`src/rtl/pragmatic_pkg.sv`:
```
// rtl/pragmatic_pkg.sv - state encoding and width helpers shared by pragmatic_serial_mac
package pragmatic_pkg;

  typedef enum logic [1:0] {
    IDLE  = 2'd0,
    RUN   = 2'd1,
    DRAIN = 2'd2,
    OUT   = 2'd3
  } state_t;

  function automatic int shift_width(input int data_width);
    return (data_width > 1) ? $clog2(data_width) : 1;
  endfunction

  function automatic int term_width(input int data_width, input int s1_bits);
    return data_width + 1 + (1 << s1_bits) - 1;
  endfunction

  function automatic int tree_width(input int data_width, input int s1_bits, input int vec_length);
    return term_width(data_width, s1_bits) + $clog2(vec_length);
  endfunction

endpackage

```
`src/rtl/pragmatic_lane_sel.sv`:
```
// rtl/pragmatic_lane_sel.sv - per-lane essential-bit selector: lowest set bit, window test, mask update
module pragmatic_lane_sel
  import pragmatic_pkg::*;
#(
  parameter int DATA_WIDTH = 8,
  parameter int S1_BITS    = 2
) (
  input  logic [DATA_WIDTH-1:0]              mask,
  input  logic [shift_width(DATA_WIDTH)-1:0] base,
  output logic                               participate,
  output logic [S1_BITS-1:0]                 offset,
  output logic [DATA_WIDTH-1:0]              mask_nxt,
  output logic [DATA_WIDTH-1:0]              lsb_onehot
);

  localparam int BASE_W = shift_width(DATA_WIDTH);

  logic [BASE_W-1:0] pos;
  logic [BASE_W-1:0] diff;
  logic              found;

  always_comb begin
    pos   = '0;
    found = 1'b0;
    for (int i = DATA_WIDTH - 1; i >= 0; i--) begin
      if (mask[i]) begin
        pos   = BASE_W'(i);
        found = 1'b1;
      end
    end
    // base is the global lowest bit, so pos >= base whenever found
    diff        = pos - base;
    participate = found && (int'(diff) < (1 << S1_BITS));
    offset      = S1_BITS'(diff);
    mask_nxt    = mask;
    if (participate) mask_nxt[pos] = 1'b0;
    lsb_onehot = '0;
    if (found) lsb_onehot[pos] = 1'b1;
  end

endmodule

```
`src/rtl/pragmatic_serial_mac.sv`:
```
// rtl/pragmatic_serial_mac.sv - essential-bit serial MAC over signed vectors; PRAGMATIC_SERIAL_MAC_SAT_EN clamps result
module pragmatic_serial_mac
  import pragmatic_pkg::*;
#(
  parameter int DATA_WIDTH   = 8,
  parameter int VEC_LENGTH   = 8,
  parameter int S1_BITS      = 2,
  parameter int ACC_WIDTH    = 32,
  parameter int RESULT_WIDTH = 16
) (
  input  logic                                clk,
  input  logic                                reset,
  input  logic                                in_valid,
  output logic                                in_ready,
  input  logic                                in_first,
  input  logic                                in_last,
  input  logic [VEC_LENGTH*DATA_WIDTH-1:0]    act,
  input  logic [VEC_LENGTH*DATA_WIDTH-1:0]    wgt,
  input  logic signed [ACC_WIDTH-1:0]         acc_init,
  output logic                                out_valid,
  input  logic                                out_ready,
  output logic signed [RESULT_WIDTH-1:0]      result,
  output logic                                busy
);

  localparam int BASE_W = shift_width(DATA_WIDTH);
  localparam int TERM_W = term_width(DATA_WIDTH, S1_BITS);
  localparam int TREE_W = tree_width(DATA_WIDTH, S1_BITS, VEC_LENGTH);

  state_t                      state_q, state_d;
  logic [DATA_WIDTH-1:0]       act_q  [VEC_LENGTH];
  logic [DATA_WIDTH-1:0]       act_d  [VEC_LENGTH];
  logic [DATA_WIDTH-1:0]       mask_q [VEC_LENGTH];
  logic [DATA_WIDTH-1:0]       mask_d [VEC_LENGTH];
  logic [VEC_LENGTH-1:0]       neg_q, neg_d;
  logic                        last_q, last_d;
  logic signed [ACC_WIDTH-1:0] acc_q, acc_d;
  logic signed [ACC_WIDTH-1:0] psum_reg_q, psum_reg_d;

  logic [DATA_WIDTH-1:0]       mask_nxt [VEC_LENGTH];
  logic [DATA_WIDTH-1:0]       lsb_oh   [VEC_LENGTH];
  logic [S1_BITS-1:0]          offset   [VEC_LENGTH];
  logic [VEC_LENGTH-1:0]       part;
  logic [DATA_WIDTH-1:0]       lsb_any;
  logic [BASE_W-1:0]           base;
  logic signed [DATA_WIDTH:0]  a_ext;
  logic signed [TERM_W-1:0]    term;
  logic signed [TREE_W-1:0]    tree_sum;
  logic signed [ACC_WIDTH-1:0] psum;
  logic                        masks_done;
  logic [DATA_WIDTH-1:0]       wgt_lane;
  logic signed [RESULT_WIDTH-1:0] res_val;

  for (genvar j = 0; j < VEC_LENGTH; j++) begin : g_lane
    pragmatic_lane_sel #(
      .DATA_WIDTH (DATA_WIDTH),
      .S1_BITS    (S1_BITS)
    ) u_sel (
      .mask        (mask_q[j]),
      .base        (base),
      .participate (part[j]),
      .offset      (offset[j]),
      .mask_nxt    (mask_nxt[j]),
      .lsb_onehot  (lsb_oh[j])
    );
  end

  always_comb begin : base_sel
    lsb_any = '0;
    for (int j = 0; j < VEC_LENGTH; j++) lsb_any = lsb_any | lsb_oh[j];
    base = '0;
    for (int i = DATA_WIDTH - 1; i >= 0; i--) begin
      if (lsb_any[i]) base = BASE_W'(i);
    end
  end

  // One extra bit holds -(-2**(DATA_WIDTH-1)) without overflow
  always_comb begin : adder_tree
    tree_sum   = '0;
    masks_done = 1'b1;
    a_ext      = '0;
    term       = '0;
    for (int j = 0; j < VEC_LENGTH; j++) begin
      a_ext = {act_q[j][DATA_WIDTH-1], act_q[j]};
      if (neg_q[j]) a_ext = -a_ext;
      term = TERM_W'(a_ext) <<< offset[j];
      if (part[j]) tree_sum = tree_sum + TREE_W'(term);
      if (mask_nxt[j] != '0) masks_done = 1'b0;
    end
    psum = ACC_WIDTH'(tree_sum) <<< base;
  end

  always_comb begin : fsm
    state_d    = state_q;
    act_d      = act_q;
    mask_d     = mask_q;
    neg_d      = neg_q;
    last_d     = last_q;
    acc_d      = acc_q;
    psum_reg_d = '0;
    wgt_lane   = '0;
    unique case (state_q)
      IDLE: begin
        if (in_valid) begin
          for (int j = 0; j < VEC_LENGTH; j++) begin
            wgt_lane  = wgt[j*DATA_WIDTH +: DATA_WIDTH];
            act_d[j]  = act[j*DATA_WIDTH +: DATA_WIDTH];
            neg_d[j]  = wgt_lane[DATA_WIDTH-1];
            mask_d[j] = wgt_lane[DATA_WIDTH-1] ? -wgt_lane : wgt_lane;
          end
          last_d = in_last;
          if (in_first) acc_d = acc_init;
          state_d = RUN;
        end
      end
      RUN: begin
        mask_d     = mask_nxt;
        psum_reg_d = psum;
        acc_d      = acc_q + psum_reg_q;
        if (masks_done) state_d = DRAIN;
      end
      DRAIN: begin
        acc_d   = acc_q + psum_reg_q;
        state_d = last_q ? OUT : IDLE;
      end
      OUT: begin
        if (out_ready) state_d = IDLE;
      end
      default: state_d = IDLE;
    endcase
  end

  always_ff @(posedge clk or negedge reset) begin
    if (!reset) begin
      state_q    <= IDLE;
      neg_q      <= '0;
      last_q     <= 1'b0;
      acc_q      <= '0;
      psum_reg_q <= '0;
      for (int j = 0; j < VEC_LENGTH; j++) begin
        act_q[j]  <= '0;
        mask_q[j] <= '0;
      end
    end else begin
      state_q    <= state_d;
      neg_q      <= neg_d;
      last_q     <= last_d;
      acc_q      <= acc_d;
      psum_reg_q <= psum_reg_d;
      for (int j = 0; j < VEC_LENGTH; j++) begin
        act_q[j]  <= act_d[j];
        mask_q[j] <= mask_d[j];
      end
    end
  end

`ifdef PRAGMATIC_SERIAL_MAC_SAT_EN
  localparam logic signed [ACC_WIDTH-1:0] RES_MAX =
    {{(ACC_WIDTH-RESULT_WIDTH+1){1'b0}}, {(RESULT_WIDTH-1){1'b1}}};
  localparam logic signed [ACC_WIDTH-1:0] RES_MIN = ~RES_MAX;

  always_comb begin : result_sel
    if (acc_q > RES_MAX)      res_val = RESULT_WIDTH'(RES_MAX);
    else if (acc_q < RES_MIN) res_val = RESULT_WIDTH'(RES_MIN);
    else                      res_val = acc_q[RESULT_WIDTH-1:0];
  end
`else
  always_comb begin : result_sel
    res_val = acc_q[RESULT_WIDTH-1:0];
  end
`endif

  assign in_ready  = (state_q == IDLE);
  assign busy      = (state_q != IDLE);
  assign out_valid = (state_q == OUT);
  assign result    = (state_q == OUT) ? res_val : '0;

endmodule

```
`config.mk`:
```
export PLATFORM = sky130hd
export DESIGN_NAME = pragmatic_serial_mac
export DESIGN_NICKNAME = d
export VERILOG_FILES = /design/src/rtl/pragmatic_pkg.sv /design/src/rtl/pragmatic_lane_sel.sv /design/src/rtl/pragmatic_serial_mac.sv
export SDC_FILE = /design/constraint.sdc
export NUM_CORES = 1
export LEC_CHECK = 0
export ABC_AREA = 1
export BUFFER_PORTS_ARGS = -buffer_cell sky130_fd_sc_hd__buf_2
export CORE_UTILIZATION = 26
export CTS_CLUSTER_SIZE = 14
export DETAILED_ROUTE_END_ITERATION = 8
export PLACE_DENSITY = 0.47
export SLEW_MARGIN = 20
export SYNTH_ARGS = -nofsm -noshare
export SYNTH_HDL_FRONTEND = slang
export SYNTH_SLANG_ARGS = --single-unit
```
`constraint.sdc`:
```
create_clock -name clk -period 10.7 [get_ports clk]
set_input_delay 1.605 -clock clk [delete_from_list [all_inputs] [get_ports clk]]
set_output_delay 1.605 -clock clk [all_outputs]
set_load 0.05 [all_outputs]
```
# Word-level counts from Yosys, hierarchy flattened
# Index checks and enable logic that the tools add are counted.
[word_totals]
regBits = 203
inputBits = 166
elab_cells = 361
[classes]
addsub = 32
magnitude_cmp = 24
eq_ne = 7
n_shift = 9
mux = 212
bitwise_logic = 23
reduce_logical = 33
[ops]
columns = ["operator", "count"]
rows = [
  ["$mux 3", 72],
  ["$mux 8", 24],
  ["$pmux 64 s2", 1],
  ["$mux 15", 8],
  ["$add 15x12->15", 7],
  ["$mux 32", 3],
  ["$sshl 9x2->12", 8],
  ["$mux 1", 80],
  ["$mux 9", 8],
  ["$neg 8->9", 8],
  ["$and 8x8->8", 8],
  ["$mux 64", 1],
  ["$neg 8->8", 8],
  ["$not 8->8", 8],
  ["$pmux 32 s2", 1],
  ["$reduce_bool 8->1", 8],
  ["$or 8x8->8", 7],
  ["$add 32x32->32", 1],
  ["$lt 3x4->1 const B", 8],
  ["$sshl 15x3->32", 1],
  ["$demux 1 s3", 8],
  ["$ge 3x1->1 const B", 8],
  ["$lt 3x3->1 const B", 8],
  ["$sub 3x3->3", 8],
  ["13 further kinds", 38],
]

# Depth between registers and ports, before layout
# Gate-level depths: netlist of run 1.
[depth]
word_depth = 48
mapped_depth = 97
mapped_depth_nobuf = 96

# Cells and area by module
# Synthesis of run 1 repeated with hierarchy kept, for this count alone.
[unflattened]
cells_unflattened = 3611
hier_area_um2 = 21924.8
[modules_own_cells]
columns = ["mod", "n_inst", "cells_per_inst", "area_each_um2", "seq_area_each_um2"]
rows = [
  ["pragmatic_serial_mac", 1, 3031, 18929.4, 4279.1],
  ["pragmatic_lane_sel (g_lane[0].u_sel ...)", 5, 72, 370.4, 0.0],
  ["pragmatic_lane_sel (g_lane[5].u_sel ...)", 2, 72, 374.1, 0.0],
  ["pragmatic_lane_sel (g_lane[7].u_sel)", 1, 76, 395.4, 0.0],
]

# Worst setup path after synthesis of run 1
# No wires, ideal clock.
[synth_timing]
kind = "reg-to-reg"
startpoint = "register mask_q[1] in the netlist's numbering"
endpoint = "register psum_reg_q[14]"
arrival_time_ns = 11.546
required_ns = 10.583
slack_ns = -0.963
path_stages_with_launch = 80
n_path_buf = 2
path_cell_list = "dfrtp_1 > nor2_2 > inv_2 > nor2_2 > nand2_1 > nor2_1 > nand3_1 > nand2_1 > nor2_1 > nand2_2 > nor2_4 > o311ai_0 > nand2_1 > clkinv_1 > clkbuf_1 > fa_1 > inv_1 > clkbuf_1 > [... 44 more ...] > xnor2_1 > nand2_1 > and2_1 > ha_1 > o21ai_0 > nand2_1 > nand2_1 > nand2_1 > a21oi_1 > or2_2 > nand3_1 > inv_1 > nand2_1 > nand3b_1 > nand3_1 > o211ai_1 > nand2_1 > nand2_1"
[synth_between]
elab_chain_cells = 36
[synth_lines]
columns = ["element", "line_no", "source"]
rows = [
  ["start, declared", "pragmatic_serial_mac.sv:33", "logic [DATA_WIDTH-1:0] mask_q [VEC_LENGTH];"],
  ["start signal, assigned by index", "pragmatic_serial_mac.sv:152", "mask_q[j] <= mask_d[j];"],
  ["$mux 3 (2 in a row)", "pragmatic_lane_sel.sv:26", "if (mask[i]) begin"],
  ["$lt 3x4->1 (not written as such) or $ge 3x1->1 (tied branches)", "pragmatic_lane_sel.sv:38", "if (found) lsb_onehot[pos] = 1'b1;"],
  ["$logic_and 1x1->1 (not written as such)", "pragmatic_lane_sel.sv:38", ""],
  ["$mux 1 (not written as such)", "pragmatic_lane_sel.sv:38", ""],
  ["$demux 1 s3", "n/a", ""],
  ["$mux 8", "pragmatic_lane_sel.sv:38", ""],
  ["$or 8x8->8", "pragmatic_serial_mac.sv:70", "for (int j = 0; j < VEC_LENGTH; j++) lsb_any = lsb_any | lsb_oh[j];"],
  ["$mux 3 (8 in a row)", "pragmatic_serial_mac.sv:73", "if (lsb_any[i]) base = BASE_W'(i);"],
  ["[... 13 more ...]", "n/a", ""],
  ["$mux 15", "pragmatic_serial_mac.sv:87", "if (part[j]) tree_sum = tree_sum + TREE_W'(term);"],
  ["$add 15x12->15", "pragmatic_serial_mac.sv:87", ""],
  ["$mux 15", "pragmatic_serial_mac.sv:87", ""],
  ["$add 15x12->15", "pragmatic_serial_mac.sv:87", ""],
  ["$mux 15", "pragmatic_serial_mac.sv:87", ""],
  ["$sshl 15x3->32 *", "pragmatic_serial_mac.sv:90", "psum = ACC_WIDTH'(tree_sum) <<< base;"],
  ["$mux 32 *", "pragmatic_serial_mac.sv:102", "unique case (state_q)"],
  ["via psum_reg_d[14]", "pragmatic_serial_mac.sv:38", "logic signed [ACC_WIDTH-1:0] psum_reg_q, psum_reg_d;"],
  ["end signal, assigned", "pragmatic_serial_mac.sv:149", "psum_reg_q <= psum_reg_d;"],
  ["end, declared", "pragmatic_serial_mac.sv:38", ""],
]
# The timed path passes the listed nets; every way through them passes the cells marked *.
# A chain may end at the register's enable or synchronous reset.

# Worst setup path after layout of run 1
[layout_timing]
startpoint = "register mask_q[58] in the netlist's numbering"
endpoint = "register psum_reg_q[14]"
[layout_between]
elab_chain_cells = 43
[layout_lines]
columns = ["element", "line_no"]
rows = [
  ["$mux 3 (3 in a row)", "pragmatic_lane_sel.sv:26"],
  ["$lt 3x4->1 (not written as such) or $ge 3x1->1 (tied branches)", "pragmatic_lane_sel.sv:38"],
  ["$logic_and 1x1->1 (not written as such)", "pragmatic_lane_sel.sv:38"],
  ["$mux 1 (not written as such)", "pragmatic_lane_sel.sv:38"],
  ["$demux 1 s3", "n/a"],
  ["$mux 8", "pragmatic_lane_sel.sv:38"],
  ["$or 8x8->8 (7 in a row)", "pragmatic_serial_mac.sv:70"],
  ["$mux 3 (8 in a row)", "pragmatic_serial_mac.sv:73"],
  ["[... 13 more ...]", "n/a"],
  ["$mux 15", "pragmatic_serial_mac.sv:87"],
  ["$add 15x12->15", "pragmatic_serial_mac.sv:87"],
  ["$mux 15", "pragmatic_serial_mac.sv:87"],
  ["$add 15x12->15", "pragmatic_serial_mac.sv:87"],
  ["$mux 15", "pragmatic_serial_mac.sv:87"],
  ["$sshl 15x3->32 *", "pragmatic_serial_mac.sv:90"],
  ["$mux 32 *", "pragmatic_serial_mac.sv:102"],
  ["via psum_reg_d[14]", "pragmatic_serial_mac.sv:38"],
]
# Marks and branches as above.

==> flow_metrics.py, run 1 <==
metrics = {
    "logic_synthesis": {
        "synth_edf_count": 0,
        "ys.flop_type": "dfrtp_1",
        "avgSynthCellArea_um2": 6.24,
        "yosysSeqAreaShare": 0.213,
        "synth.yosys.warnings": 0,
        "netlist_instances": 3220,
        "yosysUniqueCellTypes": 61,
        "synth_area_um2": 20100,
        "ys_ff_latch": 171,
        "async_flop_share": 1.00,
        "synth_nets": 3541,
    },
    "floorplan": {
        "io_pins": 185,
        "fp.dieW_um": 280,
        "start_util": 0.264,
        "core_um2": 76200,
        "dieArea_um2": 78400,
        "rows": 101,
        "dieHeight_um": 280,
    },
    "global_route": {
        "gr-usage-all-layers": 0.184,
        "grt_pass1_wl_um": 113000,
        "grt_pass1_vias": 21287,
        "grt-ovfl-total": 0,
        "grt_max_degree": 100,
        "antenna_found_initial": 7,
    },
    "sta": {
        "slew_headroom": 0.111,
        "fin_crit_ns": 11.21,
        "post-route-period-util": 1.05,
        "finalMaxSlewViolations": 0,
        "finalSetupTns_ns": -1.59,
        "hold_viol": 0,
        "tightestPinTransition_ns": 1.32,
        "setup_viol": 6,
        "rsz0062_at_grt": "true",
        "max_freq_ghz": 0.0892,
        "setup_ws_ns": -0.507,
        "skew_ns": 0.0165,
    },
    "outcome": {
        "violations": "setup timing",
        "status": "finished, violations left",
    },
    "finish": {
        "drive_above_1_share": 0.282,
        "layout.nets": 4164,
        "postLayoutCellArea_um2": 27700,
        "layout_commonest_cell": "nand2_1",
        "syn_to_final_growth_pct": 38.0,
        "final_util": 0.364,
        "layout_common_cells": "nand2_1 (778), buf_4 (529), inv_1 (436)",
    },
    "detailed_routing": {
        "drt_wl_total_um": 71900,
        "ant_nets": 0,
        "viasPerCell": 4.55,
        "drc": 0,
        "drt-initial-drc-count": 1084,
        "dr_total_vias": 22216,
        "drt_pass1_iterations": 5,
        "wire_per_inst_um": 14.7,
    },
    "setup_path": {
        "end_kind": "flop",
        "cpMostUsedCell": "nand2_1",
        "crit_type": "flop to flop",
        "arrival_ns": 11.60,
        "worst-path-max-fanout": 4,
        "crit_required_ns": 11.10,
        "cp_slowest_stage_delay_ns": 0.43,
        "worst_path_max_delay_cell": "fa_2",
        "startpoint_type": "flop",
    },
    "place": {
        "placed_cell_area_um2": 25600,
        "routabilityCongestion": 0.882,
        "io_buffers": 168,
        "hpwlAfterDp_um": 57300,
    },
    "min_path": {
        "worstHoldPathType": "flop to flop",
    },
    "clock_network": {
        "cts_buffers": 17,
        "hold_buffers": 0,
        "cts_tree": "done",
        "cts.path.max_buffers": 2,
        "cts_root_buffer": "clkbuf_16",
        "path_clk_slew_ns": 0.09,
        "htreeDepth": 4,
        "clk_latency_ns": 0.51,
        "cts_sinks": 171,
    },
    "job": {
        "maxCapViolations": 0,
    },
}
## worst max-delay path, delay by kind of cell, from the launching register on
family	cells	cell delay, ns
compound gates	12	1.85
xor+xnor	4	0.63
fa+ha+maj	10	2.97
buf+inv	14	0.96
flops	1	0.41
simple gates	44	4.24
## synth_stat cells (8+ instances only)
library cell | number | share of area
a21oi_1 | 148 | 0.037
a31oi_1 | 21 | 0.0065
buf_2 | 12 | 0.0030
buf_6 | 8 | 0.0045
clkbuf_1 | 70 | 0.013
dfrtp_1 | 171 | 0.21
fa_1 | 16 | 0.016
ha_1 | 139 | 0.087
inv_1 | 459 | 0.086
inv_2 | 37 | 0.0069
mux2i_1 | 19 | 0.0095
nand2_1 | 835 | 0.16
nand2_2 | 15 | 0.0047
nand3_1 | 236 | 0.059
nand4_1 | 29 | 0.0090
nor2_1 | 192 | 0.036
nor2_2 | 12 | 0.0037
nor3_1 | 53 | 0.013
nor4_1 | 10 | 0.0031
o211ai_1 | 25 | 0.0093
o21ai_0 | 392 | 0.098
o21ai_1 | 17 | 0.0042
o21bai_1 | 14 | 0.0052
o22ai_1 | 15 | 0.0047
o31ai_1 | 20 | 0.0075
or2_2 | 34 | 0.011
xnor2_1 | 43 | 0.019
xor2_1 | 89 | 0.039
## path summary, 6_finish.rpt
path | start | end | slack (ns) | depth (start not counted)
worst max register to register | mask_q[58] | psum_reg_q[14] | -0.51 | 84
worst min register to register | acc_q[5] | acc_q[5] | 0.53 | 2
worst max-delay path | mask_q[58] | psum_reg_q[14] | -0.51 | 84
worst min-delay path | acc_q[5] | acc_q[5] | 0.53 | 2
max in group asynchronous | reset | mask_q[31] | 8.35 | 2
min in group asynchronous | reset | act_q[27] | 1.08 | 1
## timing repair
| item | CTS | global route |
|---|---|---|
| setup buffers | 9 | 32 |
| pin swaps | 20 | 132 |
| setup endpoints to repair | 8 | 12 |
| gates resized for setup | 72 | 217 |
## layout make-up
class / instances / area [um^2]
Antenna cell: 2 / 5.00
Clock buffer: 17 / 425
Clock inverter: 15 / 174
Fill cell: 8308 / 48500
Inverter: 502 / 1900
Multi-Input combinational cell: 2449 / 14800
Sequential cell: 171 / 4280
Tap cell: 1030 / 1290
Timing Repair Buffer: 702 / 4890
## per-layer routing
layer / share of wire / GRT usage
met2: 0.48 / 0.315
met4: 0.017 / 0.0437
met1: 0.48 / 0.241
met3: 0.031 / 0.0277
met5: 0.00056 / 0
## registers in the layout, summed over array words and instances, names as in the netlist
name,cells
acc_q,16
mask_q,64
act_q,64
neg_q,8
last_q,1
psum_reg_q,16
state_q,2
## cells by family (layout without fill, tap and decap cells)
| logic type | count (synthesis) | in the layout | synth area share |
|---|---|---|---|
| AND/OR/NAND/NOR | 1452 | 1452 | 0.312 |
| AO/OA/AOI/OAI | 690 | 690 | 0.188 |
| buffers and inverters | 600 | 1236 | 0.117 |
| flip-flops | 171 | 171 | 0.213 |
| adder cells (fa/ha/maj) | 155 | 155 | 0.102 |
| XOR/XNOR | 133 | 133 | 0.0583 |
| multiplexers | 19 | 19 | 0.00946 |
| other | 0 | 2 | 0 |
## through the flow
| stage | instances | hold WS, ns | worst slack, ns |
|---|---|---|---|
| global placement | 4813 | 0.519 | -0.904 |
| finish | 4888 | 0.534 | -0.507 |
| CTS | 4854 | 0.542 | -0.607 |
| detailed placement | 4813 | 0.521 | -0.895 |
| floorplan | 3220 | 0.449 | 0.00689 |
| global route | 4886 | 0.570 | -1.22 |
Power of run 1 is left out: the tool's default activity adds up to more than one toggle a clock period on the data nets, which glitch-free logic cannot reach.
==> run 2, diff against run 1 <==
--- a/config.mk
+++ b/config.mk
@@ -10,6 +10,7 @@
 export CORE_UTILIZATION = 26
 export CTS_CLUSTER_SIZE = 14
 export DETAILED_ROUTE_END_ITERATION = 8
+export GPL_TIMING_DRIVEN = 0
 export PLACE_DENSITY = 0.47
 export SLEW_MARGIN = 20
 export SYNTH_ARGS = -nofsm -noshare
==> run 2 against run 1 <==
The run still ends with setup timing left; sequential share of layout area up 1.4 points; clock skew up 0.0021 ns; critical path depth down 2; fmax down 0.11%; non-clock buffer count down 326; core utilization down 3.0 points; routed wire length up 8.5%; worst hold slack better by 0.0057 ns; flip-flop and latch count unchanged; clock-buffer cell count up 1; worst setup slack worse by 0.013 ns; register-to-register slack about the same; critical endpoint unchanged; largest cell class unchanged; highest routed layer unchanged.
==> flow_metrics.py, run 2 (synthesis results as in run 1) <==
metrics = {
    "floorplan": {
        "dieArea_um2": 78400,
        "core_um2": 76200,
        "rows": 101,
        "dieHeight_um": 280,
        "start_util": 0.264,
        "fp.dieW_um": 280,
        "io_pins": 185,
    },
    "sta": {
        "rsz0062_at_grt": "true",
        "hold_viol": 0,
        "setup_ws_ns": -0.519,
        "fin_crit_ns": 11.22,
        "setup_viol": 4,
        "whs_ns": 0.540,
        "post-route-period-util": 1.05,
        "tightestPinTransition_ns": 1.28,
        "finalSetupTns_ns": -1.34,
        "finalMaxSlewViolations": 0,
        "skew_ns": 0.0186,
        "slew_headroom": 0.140,
        "max_freq_ghz": 0.0891,
    },
    "clock_network": {
        "cts_buffers": 17,
        "path_clk_slew_ns": 0.08,
        "htreeDepth": 4,
        "cts_sinks": 171,
        "cts.path.max_buffers": 2,
        "clk_latency_ns": 0.51,
        "cts_root_buffer": "clkbuf_16",
        "cts_tree": "done",
    },
    "place": {
        "placedCellCount": 4418,
        "hpwlAfterDp_um": 62300,
        "io_buffers": 166,
        "pre_cts_ws_ns": -1.90,
        "routabilityCongestion": 0.920,
    },
    "finish": {
        "drive_above_1_share": 0.218,
        "reg_top3": "act_q: 64 flops, mask_q: 64 flops",
        "syn_to_final_growth_pct": 26.6,
        "fin_cells": 4561,
        "layout_commonest_cell": "nand2_1",
        "layout.nets": 3838,
        "layout_common_cells": "nand2_1 (754), inv_1 (428), o21ai_0 (365)",
    },
    "global_route": {
        "grt_pass1_wl_um": 120000,
        "grt_max_degree": 64,
        "gr-usage-all-layers": 0.198,
        "antenna_found_initial": 5,
        "grt_pass1_vias": 20953,
        "grt-ovfl-total": 0,
    },
    "min_path": {
        "worstHoldPathType": "flop to flop",
        "hold_depth": 2,
        "min_to": "acc_q[5]",
        "hp-start": "acc_q[5]",
    },
    "setup_path": {
        "worst-path-max-fanout": 5,
        "ff2ff_setup_slack_ns": -0.52,
        "cpMostUsedCell": "nand2_1",
        "end_kind": "flop",
        "r2r_start": "mask_q[21]",
        "r2r-end": "psum_reg_q[14]",
        "crit_required_ns": 11.09,
        "cp_slowest_stage_delay_ns": 0.44,
        "crit_type": "flop to flop",
        "startpoint_type": "flop",
        "rr_worst_depth": 82,
        "arrival_ns": 11.61,
        "worst_path_max_delay_cell": "fa_2",
    },
    "detailed_routing": {
        "drc": 0,
        "wire_per_inst_um": 17.1,
        "drt_wl_total_um": 78000,
        "drt_pass1_iterations": 6,
        "ant_nets": 0,
        "dr_total_vias": 21735,
        "viasPerCell": 4.77,
        "drt-initial-drc-count": 1473,
    },
    "outcome": {
        "status": "finished, violations left",
        "violations": "setup timing",
    },
    "job": {
        "maxCapViolations": 0,
    },
}
-- run 2: cell count changes in the layout (fill, tap and decap cells not counted), moves of 15 or more --
cell / previous run / this run
buf_4: 529 / 116
clkbuf_1: 0 / 64
nand2_1: 778 / 754
nor2_1: 171 / 155
nor2_4: 6 / 22
nand3_1: 215 / 200
-- run 2: cell type report --
class	instances	area (um^2)
repair buffers	281	1750
diodes	1	2.50
well taps	1030	1290
fillers	8380	50800
clock buffers	18	439
plain buffers	95	490
multi-input cells	2449	15100
clock inverters	14	135
flip-flops and latches	171	4290
inverters	502	1920
-- run 2: timing repair --
item                                    in CTS  in global routing
endpoints found under the setup margin      12                 10
pin swaps                                   61                161
buffers inserted                            54                 64
hold buffers                                 0                  0
resized for setup                          134                285
-- run 2: metal layers --
metal / track usage / vias to the layer above / part of all wire
li1: - / 11117 / -
met1: 0.265 / 10083 / 0.47
met2: 0.337 / 448 / 0.48
met3: 0.0227 / 83 / 0.036
met4: 0.0504 / 4 / 0.020
met5: 0 / - / 0.00029
-- run 2: metrics by stage --
step / area [um^2] / util
global placement: 22300 / 0.293
floorplan: 20200 / -
CTS: 23800 / 0.313
detailed placement: 22400 / 0.294
global route: 25400 / 0.334
finish: 25400 / 0.334
-- run 2: worst max-delay path: cells and delay by family, from the launching register on --
kind,cells,cell delay (ns)
compound gates,12,1.70
xor+xnor,3,0.48
fa+ha+maj,9,2.76
buf+inv,15,1.45
flops,1,0.43
simple gates,43,4.26
-- run 2: how the worst max path moves through the flow --
stage / startpoint / to / slack [ns]
after detailed placement: mask_q[6] / psum_reg_q[14] / -1.90
final: mask_q[21] / psum_reg_q[14] / -0.52
after floorplan: mask_q[38] / psum_reg_q[14] / 0.007
after global routing: mask_q[0] / psum_reg_q[14] / -1.21
after global placement: mask_q[61] / psum_reg_q[14] / -1.94
after CTS: mask_q[6] / psum_reg_q[14] / -0.65
Power of run 2 is left out for the same reason.
